**src/rtl/out_stream_collector.sv**
```systemverilog
// Four-stream FIFO collector: round-robin arbiter feeding a nibble serialiser with running XOR parity.
// Optional OUT_TAG_EN: prefix every word with a {2'b10, stream_idx} tag nibble.
module out_stream_collector #(
  parameter int DATA_W     = 32,
  parameter int FIFO_DEPTH = 4
) (
  input  logic              ap_clk,
  input  logic              ap_rst_n,
  input  logic [DATA_W-1:0] C_out_0_din,
  input  logic              C_out_0_write,
  output logic              C_out_0_full_n,
  input  logic [DATA_W-1:0] C_out_1_din,
  input  logic              C_out_1_write,
  output logic              C_out_1_full_n,
  input  logic [DATA_W-1:0] C_out_2_din,
  input  logic              C_out_2_write,
  output logic              C_out_2_full_n,
  input  logic [DATA_W-1:0] C_out_3_din,
  input  logic              C_out_3_write,
  output logic              C_out_3_full_n,
  output logic [3:0]        data_out,
  output logic              data_valid,
  output logic              probe_out,
  output logic [1:0]        dbg_state
);

  localparam int NIB   = DATA_W / 4;
  localparam int AW    = (FIFO_DEPTH > 1) ? $clog2(FIFO_DEPTH) : 1;
  localparam int CW    = AW + 1;
  localparam int CNT_W = (NIB > 1) ? $clog2(NIB) : 1;

  typedef enum logic [1:0] {
    S_IDLE  = 2'd0,
    S_SHIFT = 2'd1,
    S_TAG   = 2'd2
  } state_t;

  logic [DATA_W-1:0] din [4];
  logic [3:0]        wr;

  assign din[0] = C_out_0_din;
  assign din[1] = C_out_1_din;
  assign din[2] = C_out_2_din;
  assign din[3] = C_out_3_din;
  assign wr     = {C_out_3_write, C_out_2_write, C_out_1_write, C_out_0_write};

  // Write handshake: a word is taken on a clock edge where write=1 and the
  // registered full_n=1; anything else is ignored. full_n never depends on a same-cycle pop.
  logic [DATA_W-1:0] mem_q [4][FIFO_DEPTH];
  logic [AW-1:0]     wptr_q [4];
  logic [AW-1:0]     wptr_d [4];
  logic [AW-1:0]     rptr_q [4];
  logic [AW-1:0]     rptr_d [4];
  logic [CW-1:0]     count_q [4];
  logic [CW-1:0]     count_d [4];
  logic [3:0]        full_n_q, full_n_d;
  logic [3:0]        push, pop, nonempty;

  state_t            state_q, state_d;
  logic [DATA_W-1:0] shift_q, shift_d;
  logic [CNT_W-1:0]  cnt_q, cnt_d;
  logic [3:0]        out_q, out_d;
  logic              valid_q, valid_d;
  logic              probe_q, probe_d;
  logic [1:0]        rr_q, rr_d;

  logic              any_ne, found, grant, last;
  logic [1:0]        gidx, idx;
  logic [DATA_W-1:0] head_word;

  // Round-robin search starting at rr_q.
  always_comb begin
    for (int k = 0; k < 4; k++) nonempty[k] = (count_q[k] != '0);
    any_ne = |nonempty;
    gidx   = rr_q;
    found  = 1'b0;
    idx    = '0;
    for (int i = 0; i < 4; i++) begin
      idx = rr_q + 2'(i);
      if (!found && nonempty[idx]) begin
        gidx  = idx;
        found = 1'b1;
      end
    end
    head_word = mem_q[gidx][rptr_q[gidx]];
  end

  always_comb begin
    state_d = state_q;
    shift_d = shift_q;
    cnt_d   = cnt_q;
    out_d   = out_q;
    valid_d = valid_q;
    probe_d = probe_q;
    rr_d    = rr_q;
    grant   = 1'b0;
    last    = (cnt_q == CNT_W'(NIB - 1));
    case (state_q)
      S_IDLE: begin
        if (any_ne) begin
          grant = 1'b1;
        end else begin
          out_d   = '0;
          valid_d = 1'b0;
        end
      end
      S_SHIFT: begin
        if (last) begin
          if (any_ne) begin
            grant = 1'b1;
          end else begin
            state_d = S_IDLE;
            out_d   = '0;
            valid_d = 1'b0;
            shift_d = '0;
          end
        end else begin
          out_d   = shift_q[3:0];
          shift_d = shift_q >> 4;
          cnt_d   = cnt_q + CNT_W'(1);
        end
      end
`ifdef OUT_TAG_EN
      S_TAG: begin
        // Parity is applied here so it becomes visible with nibble 0, not the tag.
        out_d   = shift_q[3:0];
        shift_d = shift_q >> 4;
        cnt_d   = '0;
        state_d = S_SHIFT;
        probe_d = probe_q ^ (^shift_q);
      end
`endif
      default: begin
        state_d = S_IDLE;
        out_d   = '0;
        valid_d = 1'b0;
      end
    endcase
    if (grant) begin
      rr_d    = gidx + 2'd1;
      valid_d = 1'b1;
      cnt_d   = '0;
`ifdef OUT_TAG_EN
      out_d   = {2'b10, gidx};
      shift_d = head_word;
      state_d = S_TAG;
`else
      out_d   = head_word[3:0];
      shift_d = head_word >> 4;
      state_d = S_SHIFT;
      probe_d = probe_q ^ (^head_word);
`endif
    end
  end

  always_comb begin
    for (int k = 0; k < 4; k++) begin
      push[k]     = wr[k] && full_n_q[k];
      pop[k]      = grant && (gidx == 2'(k));
      count_d[k]  = count_q[k] + CW'(push[k]) - CW'(pop[k]);
      full_n_d[k] = (count_d[k] != CW'(FIFO_DEPTH));
      wptr_d[k]   = wptr_q[k] + AW'(push[k]);
      rptr_d[k]   = rptr_q[k] + AW'(pop[k]);
    end
  end

  always_ff @(posedge ap_clk or negedge ap_rst_n) begin
    if (!ap_rst_n) begin
      state_q  <= S_IDLE;
      shift_q  <= '0;
      cnt_q    <= '0;
      out_q    <= '0;
      valid_q  <= 1'b0;
      probe_q  <= 1'b0;
      rr_q     <= '0;
      full_n_q <= 4'hF;
      for (int k = 0; k < 4; k++) begin
        wptr_q[k]  <= '0;
        rptr_q[k]  <= '0;
        count_q[k] <= '0;
      end
    end else begin
      state_q  <= state_d;
      shift_q  <= shift_d;
      cnt_q    <= cnt_d;
      out_q    <= out_d;
      valid_q  <= valid_d;
      probe_q  <= probe_d;
      rr_q     <= rr_d;
      full_n_q <= full_n_d;
      for (int k = 0; k < 4; k++) begin
        wptr_q[k]  <= wptr_d[k];
        rptr_q[k]  <= rptr_d[k];
        count_q[k] <= count_d[k];
      end
    end
  end

  // Storage needs no reset: occupancy lives in the pointers and counts.
  always_ff @(posedge ap_clk) begin
    for (int k = 0; k < 4; k++) begin
      if (push[k]) mem_q[k][wptr_q[k]] <= din[k];
    end
  end

  assign C_out_0_full_n = full_n_q[0];
  assign C_out_1_full_n = full_n_q[1];
  assign C_out_2_full_n = full_n_q[2];
  assign C_out_3_full_n = full_n_q[3];
  assign data_out       = out_q;
  assign data_valid     = valid_q;
  assign probe_out      = probe_q;
  assign dbg_state      = state_q;

endmodule

```
**config.mk**
```make
export PLATFORM = sky130hd
export DESIGN_NAME = out_stream_collector
export DESIGN_NICKNAME = d
export VERILOG_FILES = /design/src/rtl/out_stream_collector.sv
export SDC_FILE = /design/constraint.sdc
export NUM_CORES = 1
export LEC_CHECK = 0
export ABC_AREA = 1
export CORE_MARGIN = 2
export CORE_UTILIZATION = 35
export CTS_CLUSTER_SIZE = 30
export DETAILED_ROUTE_END_ITERATION = 10
export PLACE_DENSITY = 0.49
export SYNTH_ARGS = -nofsm -noshare
export SYNTH_HDL_FRONTEND = slang
export SYNTH_SLANG_ARGS = --single-unit
```
**constraint.sdc**
```tcl
create_clock -name ap_clk -period 3.8 [get_ports ap_clk]
set_clock_uncertainty 0.1 [all_clocks]
set_input_delay 0.57 -clock ap_clk [delete_from_list [all_inputs] [get_ports ap_clk]]
set_output_delay 0.57 -clock ap_clk [all_outputs]
set_load 0.02 [all_outputs]
```
==> run_results.csv, run 1 <==
group,metric,value,unit
status,outcome,"complete, no violations",
global_route,grt_pass1_vias,18500,
setup_path,rrSetupSlack,0.11,ns
placement,io_buffers,144,
floorplan,core.rowCount,100,
synthesis,synthArstFlopShare,12.3,%
detailed_routing,vias_per_cell,4.85,
sta,report.final.slew_viol_count,0,
setup_path,worstReg2RegStart,"rr_q[0]$_DFFE_PN0P_",
clocking,cts_made_buffers,68,
clocking,clk_latency,0.61,ns
clocking,cts_tree,"yes",
floorplan,die_area,77100,um2
synthesis,synth.distinct_cells,34,
floorplan,die_height,278,um
clocking,clock-sinks,584,
floorplan,fp.dieW,278,um
synthesis,yosysTopAreaCell,"edfxtp_1",
hold_path,min_path_type,"in -> async",
sta,setup_violations,0,
setup_path,required,4.22,ns
flow_run,maxCapViolations,0,
detailed_routing,dr.pass1.iters,5,
detailed_routing,drc,0,
finish,fillers,7139,
finish,design_area,32400,um2
clocking,clock_path_buffers,3,
finish,drive_above_1_share,10.5,%
placement,place_inst,3792,
global_route,antenna_found_initial,0,
sta,worst_slew_pin_slew,0.966,ns
placement,gp_congestion,0.834,
setup_path,cp-start-kind,"flop",
synthesis,syn_area,26200,um2
synthesis,syn_avg_cell_area,9.74,um2
sta,layout_min_cycle_time,3.69,ns
sta,rsz0062_at_grt,"yes",
floorplan,io_pins,146,
setup_path,r2r_cells,22,
global_route,grt_max_degree,73,
synthesis,synth_most_common_cell,"nand2_1",
synthesis,synth_top_area_share,58.6,%
sta,slew_headroom,35.6,%
sta,hold_violations,0,
finish,diodes,0,
floorplan,design.core.area,74300,um2
finish,area_growth,23.5,%
synthesis,ys_seq_area_share,65.5,%
detailed_routing,final_antenna_net_count,0,
setup_path,critPathCaptureType,"flop",
finish,regArea,17200,um2
setup_path,rr_endpoint,"full_n_q[1]$_DFF_PN1_",
synthesis,synth_edf_count,512,
detailed_routing,drtIter0Drc,1449,
detailed_routing,via_count,19100,
global_route,grt_pass1_wl,115,mm
setup_path,path_class,"reg -> reg",
global_route,overflow,0,
synthesis,synth_commonest_cells,"nand2_1 (1,245), edfxtp_1 (512), inv_1 (198)",
placement,dpl.hpwl,48.3,mm
finish,multi_input_area,7860,um2
detailed_routing,wirelength,80.3,mm
placement,dpl_cell_area,29500,um2
setup_path,crit_arrival,4.11,ns
sta,fmax,0.271,GHz
synthesis,synth_cells,2693,
detailed_routing,wire_per_inst,20.3,um
clocking,root_buffer,"clkbuf_16",
clocking,htree_levels,3,
floorplan,start_util,35.3,%
sta,hold_ws,0.0203,ns
synthesis,syn-num-nets,2851,
synthesis,yosys_warnings,0,
setup_path,crit_path_max_fanout,16,
clocking,clk_pin_slew,0.06,ns
sta,fin_crit_sh,97.1,%
finish,final_cells,3948,
synthesis,synth_ff_type,"edfxtp_1",
finish,final_nets,3085,
synthesis,ys_seq_elements,584,
global_route,grt.total_usage,20.0,%
synthesis,synth_area_leaders,"edfxtp_1 (59%), nand2_1 (18%), dfrtp_1 (6.5%)",
how the worst max path moves through the flow:
| stage | from | cells after the start | slack [ns] | end |
|---|---|---|---|---|
| 2_1_floorplan | full_n_q[1]$_DFF_PN1_ | 2 | 0.31 | mem_q[1][100]$_DFFE_PP_ |
| 3_3_place_gp | count_q[7]$_DFF_PN0_ | 28 | 0.009 | probe_out$_DFFE_PN0P_ |
| 3_5_place_dp | rr_q[0]$_DFFE_PN0P_ | 29 | -0.07 | probe_out$_DFFE_PN0P_ |
| 4_1_cts | count_q[1]$_DFF_PN0_ | 30 | 0.004 | probe_out$_DFFE_PN0P_ |
| 5_1_grt | count_q[10]$_DFF_PN0_ | 29 | -0.15 | probe_out$_DFFE_PN0P_ |
| 6_report | rr_q[0]$_DFFE_PN0P_ | 22 | 0.11 | full_n_q[1]$_DFF_PN1_ |
what timing repair did:
item                                    in CTS  in global routing
pin swaps                                    2                 21
endpoints found under the setup margin       2                  7
cloned                                       1                 15
gates resized for setup                      5                 80
buffers inserted                             2                 17
hold buffers                                 0                  0
routing by layer:
| metal | vias to the layer above | GRT usage (%) | part of all wire [%] |
|---|---|---|---|
| met1 | 9316 | 27.7 | 46 |
| met5 | - | 0 | 0 |
| met4 | 0 | 5.81 | 2.1 |
| li1 | 9232 | - | - |
| met3 | 95 | 2.81 | 4.7 |
| met2 | 497 | 32.9 | 47 |
sequential cells by signal, summed over array words and instances, names as in the netlist, 2 cells and up:
signal,cells
cnt_q,3
shift_q,28
rr_q,2
rptr_q,8
full_n_q,4
data_out,4
count_q,12
mem_q,512
wptr_q,8
metrics by stage:
step / TNS (ns) / util [%] / setup WS, ns
after floorplan: 0 / - / 0.308
after global placement: 0 / 39.7 / 0.00926
after detailed placement: -0.0783 / 39.7 / -0.0717
after CTS: 0 / 42.6 / 0.00353
after global routing: -0.217 / 43.6 / -0.149
final: 0 / 43.6 / 0.111
kinds of logic after synthesis:
| kind of cell | synth area share [%] |
|---|---|
| xor gates and xnor gates | 0.535 |
| buffers and inverters | 5.61 |
| adders and majority gates | 1.26 |
| DFF | 65.5 |
| AOI/OAI and AO/OA | 4.20 |
| other | 0.0143 |
| and+or+nand+nor | 22.8 |
worst max-delay path: stages, from the launching register on:
cell and delay, ns:
dfrtp_2 0.47, inv_4 0.12, nand2_4 0.06, nand2_4 0.07
inv_2 0.05, nand3_2 0.07, nand2_4 0.07, nor2_4 0.18
nand4_1 0.14, buf_4 0.20, nand2_8 0.09, buf_12 0.12
clkbuf_16 0.19, ha_1 0.15, inv_1 0.04, nor2_1 0.29
ha_1 0.18, inv_1 0.04, ha_2 0.17, fa_2 0.36
xnor2_2 0.18, xor2_1 0.20, nand2_1 0.08
area by class of cell:
cell class / instances / share of cell area (%)
Clock buffer: 87 / 5.70
Clock inverter: 35 / 0.753
Inverter: 205 / 2.41
Multi-Input combinational cell: 1784 / 24.3
Sequential cell: 584 / 53.1
Tap cell: 969 / 3.74
Timing Repair Buffer: 284 / 10.1
cells in the final DEF (no fill, tap or decap), types with 12 or more instances in the layout:
| cell | n |
|---|---|
| clkbuf_1 | 14 |
| buf_12 | 25 |
| inv_1 | 198 |
| nor2_1 | 146 |
| clkdlybuf4s50_1 | 143 |
| o21ai_0 | 91 |
| buf_4 | 84 |
| edfxtp_1 | 512 |
| clkbuf_16 | 82 |
| nor3_2 | 16 |
| xor2_1 | 12 |
| o21ai_1 | 83 |
| nand2_1 | 1228 |
| ha_1 | 19 |
| dfrtp_1 | 65 |
| clkinv_1 | 15 |
| a22oi_1 | 20 |
| nand3_1 | 98 |
| nand2_2 | 16 |
Power of run 1 is not shown: default switching activity piles up to over one toggle a cycle in this logic, so the estimate is an artifact.
==> run 2, diff against run 1 <==
- SLEW_MARGIN: default -> 20
==> results of run 2 <==
No change in the layout: final DEF, timing and power equal those of run 1.
Power of run 2 is left out for the same reason.
==> variant 1 (config.mk and constraints of run 1) <==
The option `OUT_TAG_EN` is turned on by a define.
--- a/src/rtl/out_stream_collector.sv
+++ b/src/rtl/out_stream_collector.sv
@@ -2,2 +2,4 @@
 // Optional OUT_TAG_EN: prefix every word with a {2'b10, stream_idx} tag nibble.
+`define OUT_TAG_EN
+
 module out_stream_collector #(
Function: changed (a bounded check fails within 4 cycles, from zero or initial values and one cycle with ap_rst_n low).
==> variant 1 against run 1 <==
Design area shrank 8.7%; non-clock buffer count is 90 lower; sequential cell count is 5 higher; synthesized area fell by 4.5%; routed wire length is 9.0% lower; setup slack gained 0.23 ns; critical endpoint is now shift_q[7]$_DFFE_PN0P_.
Power is left out: the tool's default activity adds up to more than one toggle a clock period on the data nets, which glitch-free logic cannot reach.
==> variant 1: results (changes against run 1) <==
.. list-table::
   :header-rows: 1

   * - Metric
     - Value
   * - Largest stage delay on the critical path
     - 0.57 ns (+0.10 ns)
   * - Clock latency on the worst-skew pair
     - 0.64 ns (+0.03 ns)
   * - Worst setup endpoint
     - shift_q[7]$_DFFE_PN0P_
   * - Master of the slowest instance on the critical path
     - sky130_fd_sc_hd__dfrtp_1
   * - Worst-Margin Slew
     - 1.11 ns (+0.139 ns)
   * - Total clock buffers created by CTS
     - 61 (-10%)
   * - Commonest cells in the netlist
     - 918 x sky130_fd_sc_hd__nand2_1, 512 x sky130_fd_sc_hd__edfxtp_1, 355 x sky130_fd_sc_hd__nand3_1
   * - Hold/Removal Path Class
     - reg2reg
   * - Worst EP arrival
     - 3.88 ns (-0.23 ns)
   * - Input/output buffers
     - 145 (+0.69%)
   * - Setup slack of the worst register-to-register path
     - 0.34 ns (+0.23 ns)
   * - Worst reg2reg path depth
     - 19 (-14%)
   * - Global-route wire length before repair
     - 109 mm (-5.0%)
   * - Start point of the critical path
     - rr_q[1]$_DFFE_PN0N_
   * - Post-synthesis adder-cell area fraction
     - 0.820% (-0.44 points)
   * - Share of the yosys chip area belonging to registers
     - 69.1% (+3.6 points)
   * - Biggest fanout along the worst timing path
     - 64 (+48)
   * - Total routing usage reported by global routing
     - 19.9% (-0.19 points)
   * - Xor-xnor portion of the synthesized cell area
     - 1.71% (+1.2 points)
   * - Status
     - completed
   * - Iteration-0 DRC count of the detailed router
     - 1203 (-17%)
   * - DR WL met2
     - 34.4 mm (-9.4%)
   * - Met2 routing resource usage after global routing
     - 32.8% (-0.19 points)
   * - Vias after detailed routing
     - 16.8k (-12%)
   * - Hpwl dp
     - 42.8 mm (-12%)
   * - Fraction of final layout cells sized beyond drive strength 1
     - 7.80% (-2.7 points)
   * - Met3 Usage GRT
     - 3.20% (+0.39 points)
   * - Count of distinct cell types in the synthesized netlist
     - 36 (+5.9%)
[variant 1: through the flow]
step | utilization (%) | cell area (µm²) | setup WS (ns) | cells
global placement | 38.7 | 27500 | 0.377 | 3285
CTS | 41.6 | 29600 | 0.212 | 3399
floorplan | - | 25000 | 0.313 | 2261
detailed placement | 38.7 | 27500 | 0.253 | 3285
global route | 41.6 | 29600 | 0.0704 | 3399
finish | 41.6 | 29600 | 0.344 | 3399
[variant 1: final cells by class]
cell class	count	area (µm²)
Sequential cell	589	17300
Clock buffer	70	1560
Inverter	62	240
Fill cell	6859	41500
Multi-Input combinational cell	1491	6860
Timing Repair Buffer	194	1920
Clock inverter	43	494
Tap cell	950	1190
[variant 1: worst max-delay path: cells and delay by family (launching register included)]
| family | cells | cell delay (ns) |
|---|---|---|
| flops | 1 | 0.57 |
| simple gates | 16 | 1.85 |
| buf+inv | 3 | 0.79 |
==> variant 2 (flow settings as in run 1) <==
Without the edit above. Take the reset off `shift_q` and load it in a clocked block of its own.
--- a/src/rtl/out_stream_collector.sv
+++ b/src/rtl/out_stream_collector.sv
@@ -169,3 +169,2 @@
       state_q  <= S_IDLE;
-      shift_q  <= '0;
       cnt_q    <= '0;
@@ -183,3 +182,2 @@
       state_q  <= state_d;
-      shift_q  <= shift_d;
       cnt_q    <= cnt_d;
@@ -198,2 +196,6 @@
 
+  always_ff @(posedge ap_clk) begin
+    shift_q <= shift_d;
+  end
+
   // Storage needs no reset: occupancy lives in the pointers and counts.
Behaviour: no difference found for any inputs over 4 cycles, from zero or initial values and one cycle with ap_rst_n low; that may be too few to reach the edited logic, so the function may still have changed.
==> variant 2 against run 1 <==
Synthesized area up 2.1%; global-route usage about the same; critical path depth up 1; sequential share of layout area down 0.80 points; first-iteration DRC count down 9.0%; setup slack better by 0.049 ns; design area up 2.3%; sequential cell count unchanged; die area up 2.1%; highest routed layer unchanged; core utilization up 0.14 points; routed wire length up 3.1%; synthesized cell count up 3.7%.
Power is left out: the tool's default activity adds up to more than one toggle a clock period on the data nets, which glitch-free logic cannot reach.
==> variant 2: results (changes against run 1) <==
.. list-table::
   :header-rows: 1

   * - Metric
     - Value
   * - Number of diodes
     - 1 (+1)
   * - Net count of the finished layout
     - 3199 (+3.7%)
   * - Count of flip-flops and latches
     - 584 (unchanged)
   * - Worst hold slack
     - 0.0687 ns (+0.0485 ns)
   * - Number of antenna violations at the first check in global routing
     - 1 (+1)
   * - Worst-Margin Slew
     - 1.08 ns (+0.109 ns)
   * - Data-path buffer share of cell area in the final layout
     - 10.1% (+0.014 points)
   * - Status
     - completed
   * - EDFF count, synth
     - 540 (+5.5%)
   * - Number of cells after detailed placement
     - 3913 (+3.2%)
   * - Biggest fanout along the worst timing path
     - 8 (-8)
   * - Iteration-0 DRC count of the detailed router
     - 1319 (-9.0%)
   * - Complex-gate fraction of the synthesized area
     - 2.54% (-1.7 points)
   * - Via count of the first global-routing pass
     - 18.9k (+2.4%)
   * - Avg Inst Size Synth
     - 9.59 µm² (-1.5%)
   * - Fraction of final layout cells sized beyond drive strength 1
     - 11.7% (+1.2 points)
   * - Worst reg2reg path depth
     - 23 (+4.5%)
   * - Multi-input logic portion of the cell area
     - 23.9% (-0.31 points)
   * - Proportion of register bits with asynchronous set or reset after synthesis
     - 7.53% (-4.8 points)
   * - Clock buffers
     - 95 (+9.2%)
   * - Total routing usage reported by global routing
     - 20.0% (about the same)
   * - Flip-flop and latch area
     - 17300 µm² (+0.81%)
   * - Share of the yosys chip area belonging to registers
     - 64.7% (-0.85 points)
   * - Commonest cells in the netlist
     - 1389 x sky130_fd_sc_hd__nand2_1, 540 x sky130_fd_sc_hd__edfxtp_1, 288 x sky130_fd_sc_hd__inv_1
   * - Non-clock inverters
     - 299 (+46%)
   * - Number of fillers in the final layout
     - 7223 (+1.2%)
   * - GP Congestion
     - 0.834 (about the same)
   * - Post-synthesis adder-cell area fraction
     - 1.23% (-0.026 points)
   * - Hpwl dp
     - 51.4 mm (+6.4%)
   * - Wirelength, routed
     - 82.7 mm (+3.1%)
## variant 2: worst register-to-register path: cells and delay by family, from the launching register on
kind	cells	cell delay [ns]
AND/OR/NAND/NOR	11	1.07
adder cells (fa/ha/maj)	4	1.03
buffers and inverters	6	0.53
XOR/XNOR	2	0.39
flip-flops	1	0.45
## variant 2: metal layers
metal	track usage, %	share of wire (%)
met5	0	0
met4	7.08	3.3
met3	2.88	5.2
met2	34.4	49
met1	25.8	43
## variant 2: final timing paths
check,from,end
setup / recovery,rr_q[0]$_DFFE_PN0P_,full_n_q[2]$_DFF_PN1_
hold / removal,ap_rst_n,wptr_q[1]$_DFF_PN0_
min in group ap_clk,rptr_q[7]$_DFF_PN0_,rptr_q[7]$_DFF_PN0_
hold reg to reg,rptr_q[7]$_DFF_PN0_,rptr_q[7]$_DFF_PN0_
max in group asynchronous,ap_rst_n,count_q[10]$_DFF_PN0_
setup reg to reg,rr_q[0]$_DFFE_PN0P_,full_n_q[2]$_DFF_PN1_
## variant 2: what timing repair did
item | CTS | global route
buffers inserted | 0 | 24
endpoints found under the setup margin | 1 | 11
pin swaps | 0 | 23
cloned | 0 | 13
resized for setup | 4 | 102
## variant 2: kinds of logic after synthesis
| family | Yosys count |
|---|---|
| buf+inv | 416 |
| flops | 584 |
| simple gates | 1626 |
| xor+xnor | 16 |
| other cells | 1 |
| fa+ha+maj | 24 |
| compound gates | 125 |
## variant 2: through the flow
step | setup TNS, ns | setup WS (ns)
2_1_floorplan | 0 | 0.308
3_3_place_gp | -0.103 | -0.103
3_5_place_dp | -0.0791 | -0.0791
4_1_cts | 0 | 0.0192
5_1_grt | -0.134 | -0.0723
6_report | 0 | 0.160
